## src/rtl/mcht_enc_gen_pkg.sv

```systemverilog
`default_nettype none
// ============================================================================
// Module  : mcht_pkg
// Purpose : Shared types and constants for the Manchester encoder family
//           (encoder state enum, polarity constants, idle line level and a
//           helper that maps a data bit to its half-bit line level).
// Ports   : none (package)
// Revision: 1.0 - initial release
// ============================================================================
package mcht_pkg;

  typedef enum logic [2:0] {
    IDLE   = 3'd0,
    PRE_LO = 3'd1,
    PRE_HI = 3'd2,
    BIT_A  = 3'd3,
    BIT_B  = 3'd4,
    STOP   = 3'd5
  } t_mcht_st;

  localparam logic cPOL_LEGACY = 1'b0;  // bit b sent as (~b, b)
  localparam logic cPOL_IEEE   = 1'b1;  // bit b sent as (b, ~b)
  localparam logic cTXD_IDLE   = 1'b1;

  // Line level for one half of a data bit; second=1 selects the second half.
  function automatic logic slot_level(input logic b, input logic pol, input logic second);
    return (pol == cPOL_IEEE) ? (b ^ second) : (~b ^ second);
  endfunction

endpackage
`default_nettype wire

```

## src/rtl/mcht_enc_gen_if.sv

```systemverilog
`default_nettype none
// ============================================================================
// Module  : mcht_enc_gen_if
// Purpose : Request/status bundle between the message-building controller
//           (master) and the Manchester encoder (slave).
// Ports   : START/MSG/LEN/MSB_FIRST/POL/ABORT  master -> slave
//           RDY/BUSY/DONE/TXD                  slave  -> master
// Revision: 1.0 - initial release
// ============================================================================
interface mcht_enc_gen_if #(
  parameter int pMSG_LEN = 16
);
  localparam int cLEN_W = $clog2(pMSG_LEN + 1);

  logic                START;
  logic                RDY;
  logic [pMSG_LEN-1:0] MSG;
  logic [cLEN_W-1:0]   LEN;
  logic                MSB_FIRST;
  logic                POL;
  logic                ABORT;
  logic                BUSY;
  logic                DONE;
  logic                TXD;

  modport master (
    output START, MSG, LEN, MSB_FIRST, POL, ABORT,
    input  RDY, BUSY, DONE, TXD
  );

  modport slave (
    input  START, MSG, LEN, MSB_FIRST, POL, ABORT,
    output RDY, BUSY, DONE, TXD
  );
endinterface
`default_nettype wire

```

## src/rtl/mcht_half_tmr.sv

```systemverilog
`default_nettype none
// ============================================================================
// Module  : mcht_half_tmr
// Purpose : Half-bit slot timer. Counts 0..pHALF_CYC-1 and flags the last
//           cycle of each slot; wraps to 0 by itself on expiry.
// Ports   : clk     in  clock
//           rst_n   in  asynchronous active-low reset
//           clr     in  hold the count at 0
//           expire  out high on the last cycle of a slot
// Revision: 1.0 - initial release
// ============================================================================
module mcht_half_tmr #(
  parameter int pHALF_CYC = 1
) (
  input  logic clk,
  input  logic rst_n,
  input  logic clr,
  output logic expire
);
  localparam int cW = (pHALF_CYC > 1) ? $clog2(pHALF_CYC) : 1;
  localparam logic [cW-1:0] cLAST = cW'(pHALF_CYC - 1);

  logic [cW-1:0] cnt_q;
  logic [cW-1:0] cnt_d;

  assign expire = (cnt_q == cLAST);

  always_comb begin
    cnt_d = cnt_q + cW'(1);
    if (clr || expire) cnt_d = '0;
  end

  always_ff @(posedge clk or negedge rst_n) begin
    if (!rst_n) cnt_q <= '0;
    else        cnt_q <= cnt_d;
  end
endmodule
`default_nettype wire

```

## src/rtl/mcht_enc_gen.sv

```systemverilog
`default_nettype none
// ============================================================================
// Module  : mcht_enc_gen
// Purpose : Parametrised Manchester frame encoder: preamble pairs, L data
//           bits (two slots each, selectable order/polarity), one stop slot.
// Ports   : CLK_25M  in  system clock
//           RST_N    in  asynchronous active-low reset
//           enc      slave side of mcht_enc_gen_if (START/RDY handshake,
//                    MSG/LEN/MSB_FIRST/POL captured at accept, ABORT,
//                    BUSY, DONE pulse, TXD line)
// Revision: 1.0 - initial release
// ============================================================================
module mcht_enc_gen
  import mcht_pkg::*;
#(
  parameter int pMSG_LEN  = 16,
  parameter int pHALF_CYC = 1,
  parameter int pPRE_LEN  = 1
) (
  input  logic           CLK_25M,
  input  logic           RST_N,
  mcht_enc_gen_if.slave  enc
);
  localparam int cLEN_W = $clog2(pMSG_LEN + 1);
  localparam int cPRE_W = $clog2(pPRE_LEN + 1);
  localparam logic [cLEN_W-1:0] cLEN_MAX = cLEN_W'(pMSG_LEN);
  localparam logic [cPRE_W-1:0] cPRE_NUM = cPRE_W'(pPRE_LEN);

  t_mcht_st            state_q,     state_d;
  logic [pMSG_LEN-1:0] sr_q,        sr_d;
  logic [cLEN_W-1:0]   bit_cnt_q,   bit_cnt_d;
  logic [cPRE_W-1:0]   pre_cnt_q,   pre_cnt_d;
  logic                msb_first_q, msb_first_d;
  logic                pol_q,       pol_d;
  logic                txd_q,       txd_d;
  logic                rdy_q,       rdy_d;
  logic                done_q,      done_d;

  logic                tmr_exp;
  logic                tmr_clr;
  logic [cLEN_W-1:0]   len_eff;
  logic                next_bit;

  assign len_eff = ((enc.LEN == '0) || (enc.LEN > cLEN_MAX)) ? cLEN_MAX : enc.LEN;
  // Timer is held at 0 while idle so the first slot is always a full H cycles.
  assign tmr_clr = (state_q == IDLE);

  mcht_half_tmr #(.pHALF_CYC(pHALF_CYC)) u_tmr (
    .clk    (CLK_25M),
    .rst_n  (RST_N),
    .clr    (tmr_clr),
    .expire (tmr_exp)
  );

  // State register
  always_ff @(posedge CLK_25M or negedge RST_N) begin
    if (!RST_N) begin
      state_q     <= IDLE;
      sr_q        <= '0;
      bit_cnt_q   <= '0;
      pre_cnt_q   <= '0;
      msb_first_q <= 1'b0;
      pol_q       <= cPOL_LEGACY;
      txd_q       <= cTXD_IDLE;
      rdy_q       <= 1'b1;
      done_q      <= 1'b0;
    end else begin
      state_q     <= state_d;
      sr_q        <= sr_d;
      bit_cnt_q   <= bit_cnt_d;
      pre_cnt_q   <= pre_cnt_d;
      msb_first_q <= msb_first_d;
      pol_q       <= pol_d;
      txd_q       <= txd_d;
      rdy_q       <= rdy_d;
      done_q      <= done_d;
    end
  end

  // Next-state logic
  always_comb begin
    state_d     = state_q;
    sr_d        = sr_q;
    bit_cnt_d   = bit_cnt_q;
    pre_cnt_d   = pre_cnt_q;
    msb_first_d = msb_first_q;
    pol_d       = pol_q;
    case (state_q)
      IDLE: begin
        // ABORT is ignored here, so START always wins in IDLE.
        if (enc.START) begin
          state_d     = PRE_LO;
          // MSB-first: left-justify so bit L-1 lands in the MSB.
          sr_d        = enc.MSB_FIRST ? (enc.MSG << (cLEN_MAX - len_eff)) : enc.MSG;
          bit_cnt_d   = len_eff;
          pre_cnt_d   = cPRE_NUM;
          msb_first_d = enc.MSB_FIRST;
          pol_d       = enc.POL;
        end
      end
      PRE_LO, PRE_HI, BIT_A, BIT_B, STOP: begin
        if (enc.ABORT) begin
          state_d = IDLE;
        end else if (tmr_exp) begin
          case (state_q)
            PRE_LO: state_d = PRE_HI;
            PRE_HI: begin
              pre_cnt_d = pre_cnt_q - cPRE_W'(1);
              state_d   = (pre_cnt_q == cPRE_W'(1)) ? BIT_A : PRE_LO;
            end
            BIT_A:  state_d = BIT_B;
            BIT_B: begin
              bit_cnt_d = bit_cnt_q - cLEN_W'(1);
              sr_d      = msb_first_q ? (sr_q << 1) : (sr_q >> 1);
              state_d   = (bit_cnt_q == cLEN_W'(1)) ? STOP : BIT_A;
            end
            default: state_d = IDLE;  // STOP
          endcase
        end
      end
      default: state_d = IDLE;  // illegal encoding
    endcase
  end

  // Output logic: registered outputs are derived from the upcoming state so
  // TXD/RDY change exactly on slot boundaries.
  assign next_bit = msb_first_d ? sr_d[pMSG_LEN-1] : sr_d[0];

  always_comb begin
    done_d = (state_q == STOP) && tmr_exp && !enc.ABORT;
    rdy_d  = (state_d == IDLE);
    case (state_d)
      PRE_LO:  txd_d = 1'b0;
      PRE_HI:  txd_d = 1'b1;
      BIT_A:   txd_d = slot_level(next_bit, pol_d, 1'b0);
      BIT_B:   txd_d = slot_level(next_bit, pol_d, 1'b1);
      default: txd_d = cTXD_IDLE;
    endcase
  end

  assign enc.TXD  = txd_q;
  assign enc.RDY  = rdy_q;
  assign enc.BUSY = ~rdy_q;
  assign enc.DONE = done_q;
endmodule
`default_nettype wire

```

## src/flat_wrapper.sv

```systemverilog
// flat-port wrapper written by rule: the top's interface ports become plain ports
module mcht_enc_gen_flat import mcht_pkg::*;
#(
  parameter int pMSG_LEN  = 16,
  parameter int pHALF_CYC = 1,
  parameter int pPRE_LEN  = 1
)
  (CLK_25M, RST_N, enc_START, enc_MSG, enc_LEN, enc_MSB_FIRST, enc_POL, enc_ABORT, enc_RDY, enc_BUSY, enc_DONE, enc_TXD);
  mcht_enc_gen_if #(.pMSG_LEN(pMSG_LEN)) enc_i ();
  input  logic CLK_25M;
  input  logic RST_N;
  input wire logic [$bits(enc_i.START)-1:0] enc_START;
  input wire logic [$bits(enc_i.MSG)-1:0] enc_MSG;
  input wire logic [$bits(enc_i.LEN)-1:0] enc_LEN;
  input wire logic [$bits(enc_i.MSB_FIRST)-1:0] enc_MSB_FIRST;
  input wire logic [$bits(enc_i.POL)-1:0] enc_POL;
  input wire logic [$bits(enc_i.ABORT)-1:0] enc_ABORT;
  output wire logic [$bits(enc_i.RDY)-1:0] enc_RDY;
  output wire logic [$bits(enc_i.BUSY)-1:0] enc_BUSY;
  output wire logic [$bits(enc_i.DONE)-1:0] enc_DONE;
  output wire logic [$bits(enc_i.TXD)-1:0] enc_TXD;
  assign enc_i.START = enc_START;
  assign enc_i.MSG = enc_MSG;
  assign enc_i.LEN = enc_LEN;
  assign enc_i.MSB_FIRST = enc_MSB_FIRST;
  assign enc_i.POL = enc_POL;
  assign enc_i.ABORT = enc_ABORT;
  assign enc_RDY = enc_i.RDY;
  assign enc_BUSY = enc_i.BUSY;
  assign enc_DONE = enc_i.DONE;
  assign enc_TXD = enc_i.TXD;
  mcht_enc_gen #(.pMSG_LEN(pMSG_LEN), .pHALF_CYC(pHALF_CYC), .pPRE_LEN(pPRE_LEN)) u_core (.CLK_25M(CLK_25M), .RST_N(RST_N), .enc(enc_i));
endmodule
```

## config.mk

```make
export PLATFORM = sky130hd
export DESIGN_NAME = mcht_enc_gen_flat
export DESIGN_NICKNAME = d
export VERILOG_FILES = /design/src/rtl/mcht_enc_gen_pkg.sv /design/src/rtl/mcht_enc_gen_if.sv /design/src/rtl/mcht_half_tmr.sv /design/src/rtl/mcht_enc_gen.sv /design/src/flat_wrapper.sv
export SDC_FILE = /design/constraint.sdc
export NUM_CORES = 1
export LEC_CHECK = 0
export BUFFER_PORTS_ARGS = -buffer_cell sky130_fd_sc_hd__buf_2
export CORE_ASPECT_RATIO = 1.25
export CORE_UTILIZATION = 47
export CTS_CLUSTER_SIZE = 25
export DETAILED_ROUTE_END_ITERATION = 10
export GPL_TIMING_DRIVEN = 0
export PLACE_DENSITY = 0.73
export SLEW_MARGIN = 40
export SYNTH_ARGS = -nofsm -noshare
export SYNTH_HDL_FRONTEND = slang
export SYNTH_HIERARCHICAL = 1
export SYNTH_SLANG_ARGS = --single-unit
```

## constraint.sdc

```tcl
create_clock -name CLK_25M -period 3.25 [get_ports CLK_25M]
set_input_delay 0 -clock CLK_25M [delete_from_list [all_inputs] [get_ports CLK_25M]]
set_output_delay 0 -clock CLK_25M [all_outputs]
set_load 0.05 [all_outputs]
```

==> key figures <==
Run
  • Max-Cap Viols: 0

Detailed routing
  • DRT Pass-1 Iters: 5
  • DR WL met2: about 3.3 mm
  • Met1 wire length: 3.09 mm
  • DR iter-0 viols: 305
  • DR vias: 2533
  • Drt drc: 0
  • Detail Route Antenna Nets: 0
  • Avg WL per Cell: around 17 µm
  • Via density: 6.30
  • Met3 WL: 435 µm
  • Routed Wire Length: 6.92 mm
  • Highest layer used for signal routing: met4

Global route
  • Vias in the first global route: 2297
  • Gr ovfl total: 0
  • Initial antenna violation count: 0
  • Global-route wire length before repair: 11.2 mm
  • Total GRT Usage: 25.0%
  • Largest net degree at the start of global routing: 32

Clocking
  • CTS Root Cell: clkbuf_8
  • Clk buf depth: 2
  • Sink Count: 31
  • Clk_lat worst skew: 0.28 ns
  • H-tree levels: 2
  • Total CTS buffers: 5
  • Clock-pin slew on the worst setup and hold paths: approximately 0.070 ns
  • CTS tree: built

Finish
  • Ratio of cells with drive above 1 in the final layout: 26.0%
  • Multi-input logic area: roughly 1800 µm²
  • Synthesis-to-finish area growth: 14.7%
  • Final Util: 55.9%
  • Sequential Area: around 780 µm²
  • Number of nets in the layout: 369
  • N_diodes: 0
  • Fill count: about 520

Critical path
  • Crit Path Category: input pin to register
  • Worst R2R Setup Slack: 0.51 ns
  • Crit Path Max Fanout: 10
  • Crit path DAT: 3.23 ns
  • Critical path data required time: 3.46 ns
  • Reg2Reg Depth: 8
  • R2r endpoint: u_core/enc.TXD
  • Reg-to-reg startpoint: u_core/state_q[2]
  • Critical Path Start Type: input pin
  • CP Capture Type: register

Placed design
  • HPWL Detailed: 5.19 mm
  • PortBufs: 30
  • Routability cong.: slightly above 0.9

STA
  • Clock Skews: 0.00928 ns
  • RSZ-0062 raised after global routing: false
  • Worst rel slew slack: 55.0%
  • Final Cycle Share: a little over 90%
  • Highest clock rate: 331 MHz
  • Min cycle time layout: a little over 3 ns
  • Min Hold Slack: about 0.033 ns
  • Final hold violation count: 0
  • Fin Setup TNS: 0 ns
  • Slew at the pin with the worst max-slew slack: 0.675 ns
  • Max-slew violations: 0
  • Final setup viols: 0

Die
  • Die area: 5910 µm²
  • Die X: approximately 69 µm
  • Initial Utilization: 48.7%
  • Core box area: 5410 µm²
  • Ports: 31
  • # rows: 30
  • DIE HEIGHT: 85.7 µm

Worst hold path
  • Hold_sp: enc_ABORT
  • Hold depth: 3
  • Hold Path End: u_core/enc.DONE
  • Hold crit path type: input pin to register

Yosys
  • Mean post-synth cell area: 8.83 µm²
  • Post-Syn Instances: a little under 300
  • Post-Syn Nets: 330
  • Post-Syn Area: about 2600 µm²
  • YS warnings: 6

Power and ir drop
  • Sequential fraction of design power: 37.6%
  • Sw Ratio: a little under two fifths
  • Clk pwr share: between 20% and 30%
  • Sw power: 0.511 mW
  • Leakage: 1.27 nW
  • Power Internal: 0.845 mW
  • Pwr/cell area: between 400 and 500 nW/µm²
  • Combinational fraction of design power: 40.8%
  • Peak VDD IR: 0.222 mV

Run status
  • Status: finished, final reports clean
[registers in the layout, summed over array words and instances (netlist names)]
| signal | flops |
|---|---|
| u_core/bit_cnt_q | 5 |
| u_core/msb_first_q | 1 |
| u_core/sr_q | 16 |
| u_core/u_tmr/cnt_q | 1 |
| u_core/state_q | 3 |
| u_core/pre_cnt_q | 1 |
| u_core/enc.RDY | 1 |
| u_core/enc.TXD | 1 |
| u_core/pol_q | 1 |
| u_core/enc.DONE | 1 |
[power groups by stage]
| stage | combinational [mW] | clock [mW] | sequential [mW] |
|---|---|---|---|
| after global routing | 0.608 | 0.322 | 0.520 |
| after global placement | 0.509 | 0 | 0.513 |
| after floorplan | 0.382 | 0 | 0.512 |
| after detailed placement | 0.524 | 0 | 0.515 |
| final | 0.553 | 0.294 | 0.510 |
| after CTS | 0.530 | 0.301 | 0.508 |
[what timing repair did]
item | 4_1_cts | 5_1_grt
setup buffers | 0 | 2
setup endpoints to repair | 7 | 5
resized for setup | 5 | 6
pin swaps | 0 | 2
hold buffers | 1 | 0
hold endpoints to repair | 29 | 0
[how the worst max path moves through the flow]
stage | start | endpoint | depth (start not counted)
after global placement | enc_LEN[1] | u_core/enc.TXD | 14
final | enc_LEN[1] | u_core/enc.TXD | 13
after detailed placement | enc_LEN[1] | u_core/enc.TXD | 14
after CTS | enc_LEN[1] | u_core/enc.TXD | 14
after floorplan | enc_LEN[0] | u_core/enc.TXD | 14
after global routing | enc_LEN[1] | u_core/enc.TXD | 13
[cell usage in the layout (no fill, tap or decap), types with 7 or more instances in the layout]
cell / count
a222oi_1: 9
nand2_1: 29
clkbuf_1: 17
inv_1: 11
nor2_1: 26
nor3_1: 7
o21ai_0: 32
buf_2: 31
a21oi_1: 17
dfrtp_1: 29
mux4_2: 12
mux2_2: 16
[metrics by stage]
stage               cells  area [µm²]  worst slack [ns]  power [mW]
floorplan             298        2640            0.0321       0.894
global placement      392        2870            -0.454        1.02
detailed placement    392        2870            -0.502        1.04
CTS                   400        2980            0.0174        1.34
global route          402        3020            0.0416        1.45
finish                402        3020             0.225        1.36
[layer usage]
metal	vias up	track usage, %
met5	-	0
met4	0	10.2
li1	1208	-
met1	1200	36.2
met3	13	3.46
met2	112	37.0
[cell type report]
cell class,count,share of cell area [%]
flip-flops and latches,31,25.8
plain buffers,19,2.65
clock buffers,6,2.40
inverters,12,1.57
multi-input cells,235,58.7
clock inverters,2,0.414
repair buffers,33,5.80
well taps,64,2.65
[worst max-delay path: stages]
cell      delay, ns
buf_2          0.13
or4_4          0.53
ha_2           0.41
nand2b_1       0.12
clkbuf_4       0.23
ha_4           0.22
nor2b_1        0.19
a221oi_2       0.12
or4_4          0.55
a311oi_2       0.30
or3_1          0.16
a31oi_1        0.09
a41oi_1        0.17
No activity file was read; power rests on OpenSTA's default activity.
